===== src/rtl/monostable_pkg.sv =====
// Shared definitions for the monostable timer bank: channel state encoding,
// microsecond rate constant and tick accumulator width.
package monostable_pkg;

    typedef enum logic {
        IDLE = 1'b0,
        RUN  = 1'b1
    } chan_state_e;

    localparam logic [31:0] USEC_HZ = 32'd1_000_000;
    localparam int          ACC_W   = 32;

endpackage


===== src/rtl/monostable_chan.sv =====
// One monostable timer channel: IDLE/RUN control, microsecond down-counter and
// remaining-fraction output (exact divider only when MONOSTABLE_BANK_FRAC_EN is defined).
module monostable_chan
    import monostable_pkg::*;
#(
    parameter int CNT_W  = 32,
    parameter int FRAC_W = 8
) (
    input  logic              sys_clk,
    input  logic              sys_rst,
    input  logic              i_tick,
    input  logic [CNT_W-1:0]  i_usec,
    input  logic              i_start,
    input  logic              i_retrig,
    input  logic              i_abort,
    output logic              o_active,
    output logic              o_done,
    output logic [FRAC_W-1:0] o_incomplete
);

    localparam logic [CNT_W-1:0] CNT_ONE = CNT_W'(1);

    chan_state_e       r_state, w_state_nxt;
    logic [CNT_W-1:0]  r_remain, w_remain_nxt;
    logic [CNT_W-1:0]  r_sampled, w_sampled_nxt;
    logic              r_done, w_done_nxt;
    logic [FRAC_W-1:0] r_frac, w_frac_nxt;

    // Next-state logic: abort beats everything, a retrigger reload beats a same-cycle tick
    always_comb begin
        w_state_nxt   = r_state;
        w_remain_nxt  = r_remain;
        w_sampled_nxt = r_sampled;
        w_done_nxt    = 1'b0;
        if (i_abort) begin
            w_state_nxt  = IDLE;
            w_remain_nxt = '0;
        end else begin
            case (r_state)
                IDLE: begin
                    if (i_start && (i_usec == '0)) begin
                        w_done_nxt = 1'b1;
                    end else if (i_start) begin
                        w_state_nxt   = RUN;
                        w_remain_nxt  = i_usec;
                        w_sampled_nxt = i_usec;
                    end else begin
                        w_state_nxt = IDLE;
                    end
                end
                RUN: begin
                    if (i_start && i_retrig) begin
                        w_sampled_nxt = i_usec;
                        if (i_usec == '0) begin
                            w_state_nxt  = IDLE;
                            w_remain_nxt = '0;
                            w_done_nxt   = 1'b1;
                        end else begin
                            w_remain_nxt = i_usec;
                        end
                    end else if (i_tick) begin
                        if (r_remain > CNT_ONE) begin
                            w_remain_nxt = r_remain - CNT_ONE;
                        end else begin
                            w_state_nxt  = IDLE;
                            w_remain_nxt = '0;
                            w_done_nxt   = 1'b1;
                        end
                    end else begin
                        w_state_nxt = RUN;
                    end
                end
                default: begin
                    w_state_nxt  = IDLE;
                    w_remain_nxt = '0;
                end
            endcase
        end
    end

`ifdef MONOSTABLE_BANK_FRAC_EN
    localparam int                PROD_W   = CNT_W + FRAC_W;
    localparam logic [FRAC_W-1:0] FRAC_MAX = '1;

    logic [PROD_W-1:0] w_prod;

    // Remaining fraction; remain never exceeds sampled, so the quotient fits FRAC_W bits
    always_comb begin
        w_prod     = '0;
        w_frac_nxt = '0;
        if ((r_state == RUN) && (r_sampled != '0)) begin
            w_prod     = PROD_W'(r_remain) * PROD_W'(FRAC_MAX);
            w_frac_nxt = FRAC_W'(w_prod / PROD_W'(r_sampled));
        end else begin
            w_frac_nxt = '0;
        end
    end
`else
    // Without the divider the fraction degrades to a running flag
    always_comb begin
        w_frac_nxt = '0;
        if (r_state == RUN) begin
            w_frac_nxt = '1;
        end else begin
            w_frac_nxt = '0;
        end
    end
`endif

    // Channel registers
    always_ff @(posedge sys_clk) begin
        if (sys_rst) begin
            r_state   <= IDLE;
            r_remain  <= '0;
            r_sampled <= '0;
            r_done    <= 1'b0;
            r_frac    <= '0;
        end else begin
            r_state   <= w_state_nxt;
            r_remain  <= w_remain_nxt;
            r_sampled <= w_sampled_nxt;
            r_done    <= w_done_nxt;
            r_frac    <= w_frac_nxt;
        end
    end

    assign o_active     = (r_state == RUN);
    assign o_done       = r_done;
    assign o_incomplete = r_frac;

endmodule


===== src/rtl/monostable_bank.sv =====
// Bank of independent monostable timers sharing one 1 us tick prescaler.
// Define MONOSTABLE_BANK_FRAC_EN for the exact remaining-fraction divider.
module monostable_bank
    import monostable_pkg::*;
#(
    parameter int CHANNELS = 4,
    parameter int CNT_W    = 32,
    parameter int FRAC_W   = 8
) (
    input  logic                       sys_clk,
    input  logic                       sys_rst,
    input  logic [31:0]                sys_clk_freq,
    input  logic [CHANNELS*CNT_W-1:0]  usec,
    input  logic [CHANNELS-1:0]        start,
    input  logic [CHANNELS-1:0]        retrig,
    input  logic [CHANNELS-1:0]        abort,
    output logic [CHANNELS-1:0]        active,
    output logic [CHANNELS-1:0]        done,
    output logic [CHANNELS*FRAC_W-1:0] incomplete
);

    logic [ACC_W-1:0] r_acc, w_acc_nxt;
    logic             r_tick, w_tick_nxt;
    logic [ACC_W:0]   w_sum;
    logic [ACC_W:0]   w_freq_ext;

    // Phase accumulator; the extra sum bit keeps the compare exact, so freq <= 1 MHz ticks every cycle
    always_comb begin
        w_freq_ext = {1'b0, sys_clk_freq};
        w_sum      = {1'b0, r_acc} + {1'b0, USEC_HZ};
        w_acc_nxt  = r_acc;
        w_tick_nxt = 1'b0;
        if (w_sum >= w_freq_ext) begin
            w_acc_nxt  = ACC_W'(w_sum - w_freq_ext);
            w_tick_nxt = 1'b1;
        end else begin
            w_acc_nxt  = ACC_W'(w_sum);
            w_tick_nxt = 1'b0;
        end
    end

    // Prescaler registers
    always_ff @(posedge sys_clk) begin
        if (sys_rst) begin
            r_acc  <= '0;
            r_tick <= 1'b0;
        end else begin
            r_acc  <= w_acc_nxt;
            r_tick <= w_tick_nxt;
        end
    end

    for (genvar g = 0; g < CHANNELS; g++) begin : g_chan
        monostable_chan #(
            .CNT_W  (CNT_W),
            .FRAC_W (FRAC_W)
        ) u_chan (
            .sys_clk      (sys_clk),
            .sys_rst      (sys_rst),
            .i_tick       (r_tick),
            .i_usec       (usec[g*CNT_W +: CNT_W]),
            .i_start      (start[g]),
            .i_retrig     (retrig[g]),
            .i_abort      (abort[g]),
            .o_active     (active[g]),
            .o_done       (done[g]),
            .o_incomplete (incomplete[g*FRAC_W +: FRAC_W])
        );
    end

endmodule


===== config.mk =====
export PLATFORM = sky130hd
export DESIGN_NAME = monostable_bank
export DESIGN_NICKNAME = d
export VERILOG_FILES = /design/src/rtl/monostable_pkg.sv /design/src/rtl/monostable_chan.sv /design/src/rtl/monostable_bank.sv
export SDC_FILE = /design/constraint.sdc
export NUM_CORES = 1
export LEC_CHECK = 0
export CORE_MARGIN = 5
export CORE_UTILIZATION = 50
export DETAILED_ROUTE_END_ITERATION = 16
export GPL_ROUTABILITY_DRIVEN = 1
export PLACE_DENSITY = 0.76
export SKIP_CTS_REPAIR_TIMING = 1
export SLEW_MARGIN = 20
export SYNTH_ARGS = -nofsm -noshare
export SYNTH_HDL_FRONTEND = slang
export SYNTH_SLANG_ARGS = --single-unit
export TNS_END_PERCENT = 10

===== constraint.sdc =====
create_clock -name sys_clk -period 4.15 [get_ports sys_clk]
set_input_delay 0.415 -clock sys_clk [delete_from_list [all_inputs] [get_ports sys_clk]]
set_output_delay 0.415 -clock sys_clk [all_outputs]
set_load 0.005 [all_outputs]

### After elaboration in Yosys (flattened, before gate mapping)

Index checks and enable logic that the tools add are counted.
Widths: inputs -> output; s select.

| word-level totals | value |
|---|---|
| memories | 0 |
| register bits | 201 |
| bits in writable memories | 0 |
| bits of input ports | 174 |
| memory bits (read-only) | 0 |
| latch bits | 0 |
| word-level logic and storage cells | 151 |

| cells by class | value |
|---|---|
| add/sub/neg operators | 6 |
| bitwise operators | 4 |
| $lt $le $gt $ge | 5 |
| divide/modulo/power cells | 0 |
| reductions and logical operators | 20 |
| $mul | 0 |
| shift-type cells | 0 |
| eq/ne operators | 12 |
| mux-type cells | 86 |

Operators with widths:

| operator | count |
|---|---|
| $mux 32 | 25 |
| $pmux 32 s2 | 4 |
| $gt 32x1->1 const B | 4 |
| $logic_not 32->1 | 4 |
| $sub 32x1->32 const B | 4 |
| $mux 1 | 45 |
| $add 32x20->33 const B | 1 |
| $ge 33x32->1 | 1 |
| $mux 8 | 4 |
| $sub 32x32->32 | 1 |
| $ne 2x2->1 const B | 8 |
| $pmux 1 s2 | 8 |
| $ne 3x3->1 const B | 4 |
| $reduce_and 3->1 | 4 |
| $logic_and 1x1->1 | 8 |
| $reduce_or 2->1 | 4 |
| $not 1->1 | 4 |

### Depth between registers and ports, before layout

Gate-level depths: netlist (run 1).

| logic depth | value |
|---|---|
| depth in word-level cells | 5 |
| depth in mapped cells | 20 |
| depth with buffers taken out | 19 |

### By module

From an unflattened synthesis (run 1), not the netlist that was laid out.

| unflattened totals | value |
|---|---|
| cell total of the unflattened synthesis | 1686 |
| area, all modules | 12843.6 um^2 |

By module, submodules not included:

| module | cells an instance | seq. area each (um^2) | times used | area each (um^2) |
|---|---|---|---|---|
| monostable_chan at g_chan[0].u_chan ... | 300 | 700.7 | 3 | 2272.2 |
| monostable_bank | 442 | 660.6 | 1 | 3395.8 |
| monostable_chan at g_chan[3].u_chan | 344 | 700.7 | 1 | 2631.3 |

### Worst setup path before layout (run 1)

Ideal clock, no wire load.

| timing path | value |
|---|---|
| kind | register to register |
| start point | register r_acc[6] |
| end point | register r_acc[19] |
| buffers on the path | 2 |
| period minus slack after synthesis | 3.816 ns |
| data arrival time | 3.688 ns |
| slack | 0.334 ns |
| required time | 4.022 ns |
| cell stages (with the launch flop) | 20 |
| cell sequence | dfxtp_1 -> ha_1 -> a21oi_1 -> and3b_1 -> o21ai_0 -> nand2_1 -> and4_1 -> nand2_1 -> xnor2_1 -> ha_1 -> nand3_1 -> nor4_1 -> nand4_1 -> nand3b_1 -> a31oi_1 -> o211ai_1 -> buf_2 -> buf_4 -> mux2i_1 -> nor2_1 |

| on the way | value |
|---|---|
| word-level cells in the longest chain between the ends | 3 |
| elaborated cells between the ends (all ways) | 4 |

RTL lines:

| item | line | RTL |
|---|---|---|
| start: declaration | monostable_bank.sv:22 | `logic [ACC_W-1:0] r_acc, w_acc_nxt;` |
| start signal: assignment | monostable_bank.sv:48 | `r_acc <= w_acc_nxt;` |
| $add 32x20->33 * | monostable_bank.sv:30 | `w_sum = {1'b0, r_acc} + {1'b0, USEC_HZ};` |
| $sub 32x32->32 / $ge 33x32->1 (equally long branches) | monostable_bank.sv:34, monostable_bank.sv:33 |  |
| $mux 32 * | monostable_bank.sv:33 | `if (w_sum >= w_freq_ext) begin` |

Mark *: on every way between the ends. The rest lies on a longest branch, timed or not.
A chain may end at the register's enable or synchronous reset.

### Worst setup path in the final report (run 1)

| timing path | value |
|---|---|
| start point | register r_acc[6] |
| end point | register r_acc[20] |

Same word-level chain as after synthesis.

==> impl_metrics.toml, run 1 <==
[clock_network]
cts_buffer_depth = 2
clock_sinks = 173
cts_root_buffer = "clkbuf_16"
clk_pin_slew_worst_paths_ps = 70
cts_tree = "done"
insertion_delay_ps = 430
htree_num_levels = 4
numCtsBuffers = 17

[synth]
yosysWarningCount = 0
synth_area_um2 = 12140
ys_types = 71
ys_seq_area_frac = 0.2852
synth_edf_count = 0
synth_flop_cell = "dfxtp_1"
ys_seq_elements = 173
syn_area_per_cell_um2 = 7.249
async_flop_share = 0
synthCells = 1675
syn_nets = 1891

[setup_path]
rr_startpoint = "r_acc[6]"
reg2reg_depth = 17
criticalPathCategory = "reg2reg"
cp.arrival_ps = 4300
crit_slowest_cell = "o211ai_1"
crit_path_end_kind = "flop"
critical_path.max_fanout = 10
crit_start = "r_acc[6]"
cp-start-kind = "flop"
slowest_delay_ps = 480
r2r_slack_ps = 120
regToRegEndpoint = "r_acc[20]"
required_ps = 4430
path_cells = "ha_1 -> a21oi_2 -> buf_4 -> nand3b_1 -> xnor2_1 -> ha_1 -> nand3_1 -> nor3b_2 -> o311ai_1 -> a211o_1 -> o21ai_2 -> a31oi_1 -> o211ai_1 -> buf_4 -> buf_6 -> mux2i_1 -> nor2_1"
endpoint = "r_acc[20]"

[cells_and_area]
final_cells = 2156
multiInputGateArea_um2 = 7908
syn2layout_area_growth_pct = 23.85
final_cell_mix = "240 x nor2_1, 212 x clkdlybuf4s50_1, 172 x dfxtp_1"
design_area_um2 = 15040
layout_commonest_cell = "nor2_1"
nets = 2035
diodes = 0
final_util = 0.6239
fill_cells = 2219
drive_gt1_frac = 0.06550
seqCellArea_um2 = 3465

[timing]
fin_crit_ps = 4025
fin_skew_ps = 15.74
finalMaxSlewViolations = 0
slew_headroom = 0.3782
timing.fmax_mhz = 248.4
period_share = 0.9700
tightestPinTransition_ps = 924.2
setup_viol = 0
finalHoldViolCount = 0

[floorplan]
die-width_um = 165.8
pin_count = 214
core-area_um2 = 24110
rows = 57
initial_core_util = 0.5037
die_h_um = 165.8
die_area_um2 = 27500

[power_and_ir_drop]
p_comb_frac = 0.339
power.net_switching_uw = 1819
switching_share = 0.3467
internal_power_uw = 3428
power_leakage_uw = 0.005883
power.density_nw_per_um2 = 348.9
seq_power_share = 0.350
ir_worst_vdd_mv = 0.2520
power_uw = 5247
pwr-share-clk = 0.311

[flow_run]
max_cap_viol_count = 0

[global_route]
grt_usage = 0.2433
antenna_found_initial = 0
grt_pass1_wl_um = 58260
grt_pass1_vias = 11887
grt_remaining_overflow = 0
grt_max_degree = 36

[detailed_routing]
drtAntennaViolNets = 0
drtPass1Iterations = 6
vias_per_cell = 5.963
totalWireLength_um = 35580
post_drt_wl_per_cell_um = 16.50
drtIter0Drc = 1053
drc = 0
vias = 12857

[status]
status = "finished, final reports clean"

[placed_design]
gp_congestion = 0.9315
postPlaceCellArea_um2 = 14290
portBuffers = 213
dp_hpwl_um = 25870
placed_cells = 2120

[hold_path]
hp-class = "reg2reg"
-- critical path, delay by kind of cell (launching register included) --
kind / cells / cell delay (ps)
DFF: 1 / 380
adders and majority gates: 2 / 600
and+or+nand+nor: 4 / 620
buffers and inverters: 3 / 500
xor gates and xnor gates: 1 / 170
AOI/OAI and AO/OA: 6 / 1430
muxes: 1 / 200
-- area by class of cell --
type | count | area share
Multi-Input combinational cell | 1314 | 0.5258
Timing Repair Buffer | 247 | 0.1603
Clock buffer | 21 | 0.03195
Clock inverter | 11 | 0.008153
Tap cell | 324 | 0.02696
Inverter | 66 | 0.01647
Sequential cell | 173 | 0.2304
-- through the flow --
stage,hold slack [ps],setup WS (ps),setup TNS [ps]
final,472.9,124.7,0
after global routing,508.7,-130.3,-1923
after CTS,477.7,16.90,0
after detailed placement,466.6,63.90,0
after floorplan,444.9,334.2,0
after global placement,459.7,196.2,0
-- sequential cells by signal, indices dropped and copies added (netlist names) --
name and count:
g_chan.u_chan.o_active 4, r_acc 32, r_tick 1, g_chan.u_chan.o_incomplete 4
g_chan.u_chan.o_done 4, g_chan.u_chan.r_remain 128
-- cells by family after synthesis --
kind of cell / after synthesis / synth area share
AO/OA/AOI/OAI: 479 / 0.2515
XOR/XNOR: 89 / 0.06419
adder cells (fa/ha/maj): 42 / 0.04389
buffers and inverters: 188 / 0.07388
flip-flops: 173 / 0.2852
multiplexers: 20 / 0.01649
AND/OR/NAND/NOR: 684 / 0.2648
-- worst min-delay path by stage --
stage                                  start  slack [ps]  depth (start not counted)                             to
5_1_grt                              sys_rst         510                          2                      r_acc[14]
4_1_cts         g_chan[1].u_chan.r_remain[5]         480                          2   g_chan[1].u_chan.r_remain[5]
2_1_floorplan  g_chan[1].u_chan.r_remain[21]         440                          2  g_chan[1].u_chan.r_remain[21]
6_report        g_chan[1].u_chan.r_remain[5]         470                          2   g_chan[1].u_chan.r_remain[5]
3_5_place_dp   g_chan[1].u_chan.r_remain[21]         470                          2  g_chan[1].u_chan.r_remain[21]
3_3_place_gp   g_chan[1].u_chan.r_remain[25]         460                          2  g_chan[1].u_chan.r_remain[25]
-- power by group through the flow --
stage | Sequential [uW] | Combinational [uW] | Clock [uW]
finish | 1840 | 1780 | 1630
floorplan | 1850 | 1230 | 0
detailed placement | 1870 | 1720 | 0
global route | 1850 | 1960 | 1750
CTS | 1830 | 1730 | 1660
global placement | 1870 | 1690 | 0
-- synth_stat cells (5+ instances only) --
cell type  count  area, um2
buf_4         42      315.3
a22oi_1       32      240.2
or4_1          8      60.06
a21o_1        14      105.1
a221oi_1      29      254.0
o21a_1         9      67.56
o21ai_1       10      50.05
ha_1          41      513.0
and2_1         5      31.28
o31ai_1        7      52.55
o211ai_1       9      67.56
a32o_1         7      70.07
xor2_1        50      437.9
nand2b_1      18      112.6
clkbuf_1      67      251.5
a32oi_1       11      96.34
a221oi_2       7      105.1
a211oi_1      25      187.7
nand3b_1       5      37.54
o22ai_1        9      56.30
buf_2          6      30.03
or2_2         11      68.82
or3_1          8      50.05
nor2_1       241      904.6
dfxtp_1      173       3463
nor3_1        94      470.5
a31oi_1       12      75.07
inv_1         66      247.7
nor2b_1        9      56.30
nand4_1       17      106.4
nand2_1      156      585.6
and3_1         7      43.79
mux2i_1       20      200.2
nand3_1       27      135.1
o21ai_0      135      675.7
nor4_1        59      369.1
xnor2_1       39      341.6
a2bb2oi_1      9      78.83
a21oi_1      127      635.6
-- per-layer routing --
metal / track usage / vias up / wire length (um)
met3: 0.03737 / 53 / 2413
met5: 0 / - / 0
met2: 0.4158 / 498 / 17080
met4: 0.05811 / 0 / 575
li1: - / 6327 / -
met1: 0.3241 / 5979 / 15510
Note: power is estimated with default switching activity, not from simulation.
==> run 2, diff against run 1 <==
--- a/config.mk
+++ b/config.mk
@@ -5,6 +5,7 @@
 export SDC_FILE = /design/constraint.sdc
 export NUM_CORES = 1
 export LEC_CHECK = 0
+export ABC_AREA = 0
 export CORE_MARGIN = 5
 export CORE_UTILIZATION = 50
 export DETAILED_ROUTE_END_ITERATION = 16
==> results of run 2 <==
Same layout as run 1: the final DEF is identical, and so are final timing and power.
==> run 3, diff against run 2 <==
--- a/config.mk
+++ b/config.mk
@@ -5,12 +5,12 @@
 export SDC_FILE = /design/constraint.sdc
 export NUM_CORES = 1
 export LEC_CHECK = 0
-export ABC_AREA = 0
+export ABC_AREA = 1
 export CORE_MARGIN = 5
 export CORE_UTILIZATION = 50
 export DETAILED_ROUTE_END_ITERATION = 16
 export GPL_ROUTABILITY_DRIVEN = 1
-export PLACE_DENSITY = 0.76
+export PLACE_DENSITY = 0.74
 export SKIP_CTS_REPAIR_TIMING = 1
 export SLEW_MARGIN = 20
 export SYNTH_ARGS = -nofsm -noshare
==> run 3 against run 2 <==
Against the previous run:
- area after synthesis rose by 28%
- sequential power up 7%
- cell count increased by 52%
- clock power rose by 4%
- global-route usage increased by 2.5 points
- core utilization is 2.8 points lower
- non-clock buffer count down 18
- flip-flop and latch count unchanged
- critical path type unchanged
- largest cell class unchanged
==> impl_metrics.toml, run 3 <==
[hold_path]
hp-class = "reg2reg"
hp-start = "r_acc[2]"
holdPathStages = 2
min_to = "r_acc[2]"

[setup_path]
required_ps = 4480
crit_path_end_kind = "flop"
cp-start-kind = "flop"
criticalPathCategory = "reg2reg"
rr_startpoint = "r_acc[8]"
regToRegEndpoint = "r_acc[5]"
reg2reg_depth = 18
critical_path.max_fanout = 33
r2r_slack_ps = 580
cp.arrival_ps = 3900

[flow_run]
max_cap_viol_count = 0

[power_and_ir_drop]
ir_worst_vdd_mv = 0.3248
power.density_nw_per_um2 = 392.3
power_leakage_uw = 0.009402

[timing]
slew_headroom = 0.2684
finalHoldViolCount = 0
tns_ps = 0
fin_crit_ps = 3566
tightestPinTransition_ps = 1095
rsz0062_at_grt = "false"
finalMaxSlewViolations = 0
timing.fmax_mhz = 280.4
setup_viol = 0
period_share = 0.8594
fin_skew_ps = 11.03

[floorplan]
rows = 64
die_area_um2 = 34630
initial_core_util = 0.5069
die_h_um = 186.1
die-width_um = 186.1
core-area_um2 = 30590
pin_count = 214

[detailed_routing]
drtPass1Iterations = 6
wl_met1_um = 21670
drtAntennaViolNets = 0
top_layer = "met4"
vias = 17331
drtIter0Drc = 1395
post_drt_wl_per_cell_um = 14.55
vias_per_cell = 5.279
totalWireLength_um = 47770
dr_wl_met2_um = 21800
wl_met3_um = 3093
drc = 0

[cells_and_area]
nets = 3090
final_util = 0.5962
syn2layout_area_growth_pct = 17.62
regMostFlops = "g_chan.u_chan.r_remain"
final_cells = 3283
final_cell_mix = "747 x nand2_1, 454 x nor2_1, 364 x inv_1"
layout_commonest_cell = "nand2_1"
reg.largest.list = "g_chan.u_chan.r_remain: 128 flops, r_acc: 32 flops"
diodes = 0
largest_reg_flops = 128
drive_gt1_frac = 0.04226

[global_route]
grt_remaining_overflow = 0
grt_max_degree = 65
grt_pass1_vias = 16139
grt_pass1_wl_um = 76770
grt_usage = 0.2686
antenna_found_initial = 0

[placed_design]
placed_cells = 3251
gp_congestion = 0.9784
dp_hpwl_um = 37350
portBuffers = 213

[synth]
synth_flop_cell = "dfxtp_1"
synth_area_um2 = 15500
yosys.area.top_type = "dfxtp_1"
synth_edf_count = 0
yosysWarningCount = 0
synthTopCellsByArea = "dfxtp_1 22%, nand2_1 18%, nor2_1 11%"
yosysMostFrequentCell = "nand2_1"
syn_area_per_cell_um2 = 5.663
async_flop_share = 0
synthCells = 2738
ys_top_cells_by_count = "747 x nand2_1, 455 x nor2_1, 364 x inv_1"
ys_seq_area_frac = 0.2234
ys_types = 48
synth_top_area_share = 0.2234
ys_seq_elements = 173
syn_nets = 2954

[clock_network]
insertion_delay_ps = 440
cts_tree = "done"
numCtsBuffers = 17
clock_sinks = 173
htree_num_levels = 4
cts_buffer_depth = 2
cts_root_buffer = "clkbuf_16"
clk_pin_slew_worst_paths_ps = 60

[status]
status = "finished, final reports clean"
## run 3: changes by cell type after synthesis, sizes merged, moves of 23 or more
cell    before  now
nand2      156  759
a221oi      36    0
a211oi      25    0
inv         66  371
a21oi      127  151
clkbuf      67   44
xor2        50   83
nor4        60    2
nor3        94   33
nor2       241  487
a22oi       32    0
nand4       17   69
nand3       27  231
## run 3: power by group
part | switching [uW] | internal [uW] | leakage, uW
sequential | 163 | 1810 | 0.00142
combinational | 2270 | 1210 | 0.00768
clock | 705 | 992 | 0.000303
total | 3140 | 4010 | 0.00940
## run 3: stage by stage
| stage | cell area [um2] | setup WS [ps] | hold slack [ps] | power (uW) |
|---|---|---|---|---|
| finish | 18240 | 583.5 | 490.8 | 7154 |
| detailed placement | 17630 | 625.2 | 482.0 | 5400 |
| global placement | 17630 | 756.4 | 468.8 | 5389 |
| CTS | 18240 | 615.6 | 491.8 | 7105 |
| floorplan | 15500 | 1464 | 456.8 | 4462 |
| global route | 18240 | 215.8 | 502.0 | 7681 |
## run 3: kinds of logic after synthesis
kind of cell / Yosys count / share of synthesized area
buffers and inverters: 484 / 0.1314
and+or+nand+nor: 1614 / 0.4442
xor gates and xnor gates: 104 / 0.05875
AOI/OAI and AO/OA: 321 / 0.1079
DFF: 173 / 0.2234
adders and majority gates: 42 / 0.03438
## run 3: worst max path at each step
stage / start / to / slack (ps) / depth (start not counted)
2_1_floorplan: r_acc[6] / r_acc[29] / 1460 / 20
3_3_place_gp: r_acc[6] / r_acc[5] / 760 / 19
3_5_place_dp: r_acc[6] / r_acc[5] / 630 / 19
4_1_cts: r_acc[6] / r_acc[5] / 620 / 19
5_1_grt: r_acc[6] / r_acc[15] / 220 / 19
6_report: r_acc[8] / r_acc[5] / 580 / 18
## run 3: area by class of cell
type                    instances  area (um2)
clock inverters                11       140.1
inverters                     372        1399
clock buffers                  21       470.5
fillers                      3083       12350
multi-input cells            2081       10020
well taps                     396       495.5
flip-flops and latches        173        3463
repair buffers                229        2252
## run 3: per-layer routing
layer,GRT usage,up-vias
met5,0,-
met4,0.07840,0
met3,0.03791,76
met2,0.4499,588
met1,0.3607,7770
li1,-,8897
## run 3: worst max-delay path: stages, from the launching register on
cell      delay, ps
dfxtp_1         390
nand3_1         120
nand2_1         100
nand2_1         100
nor2_1          230
nand2_1          90
nand2_1         140
xor2_1          290
ha_1            340
nand2_1         170
nor2_1           90
nand2_1          90
nor2_1           70
nand3_1         130
nand4_2         160
nor2_8          400
nand2_4         310
nand3b_1        200
nand2_1          60
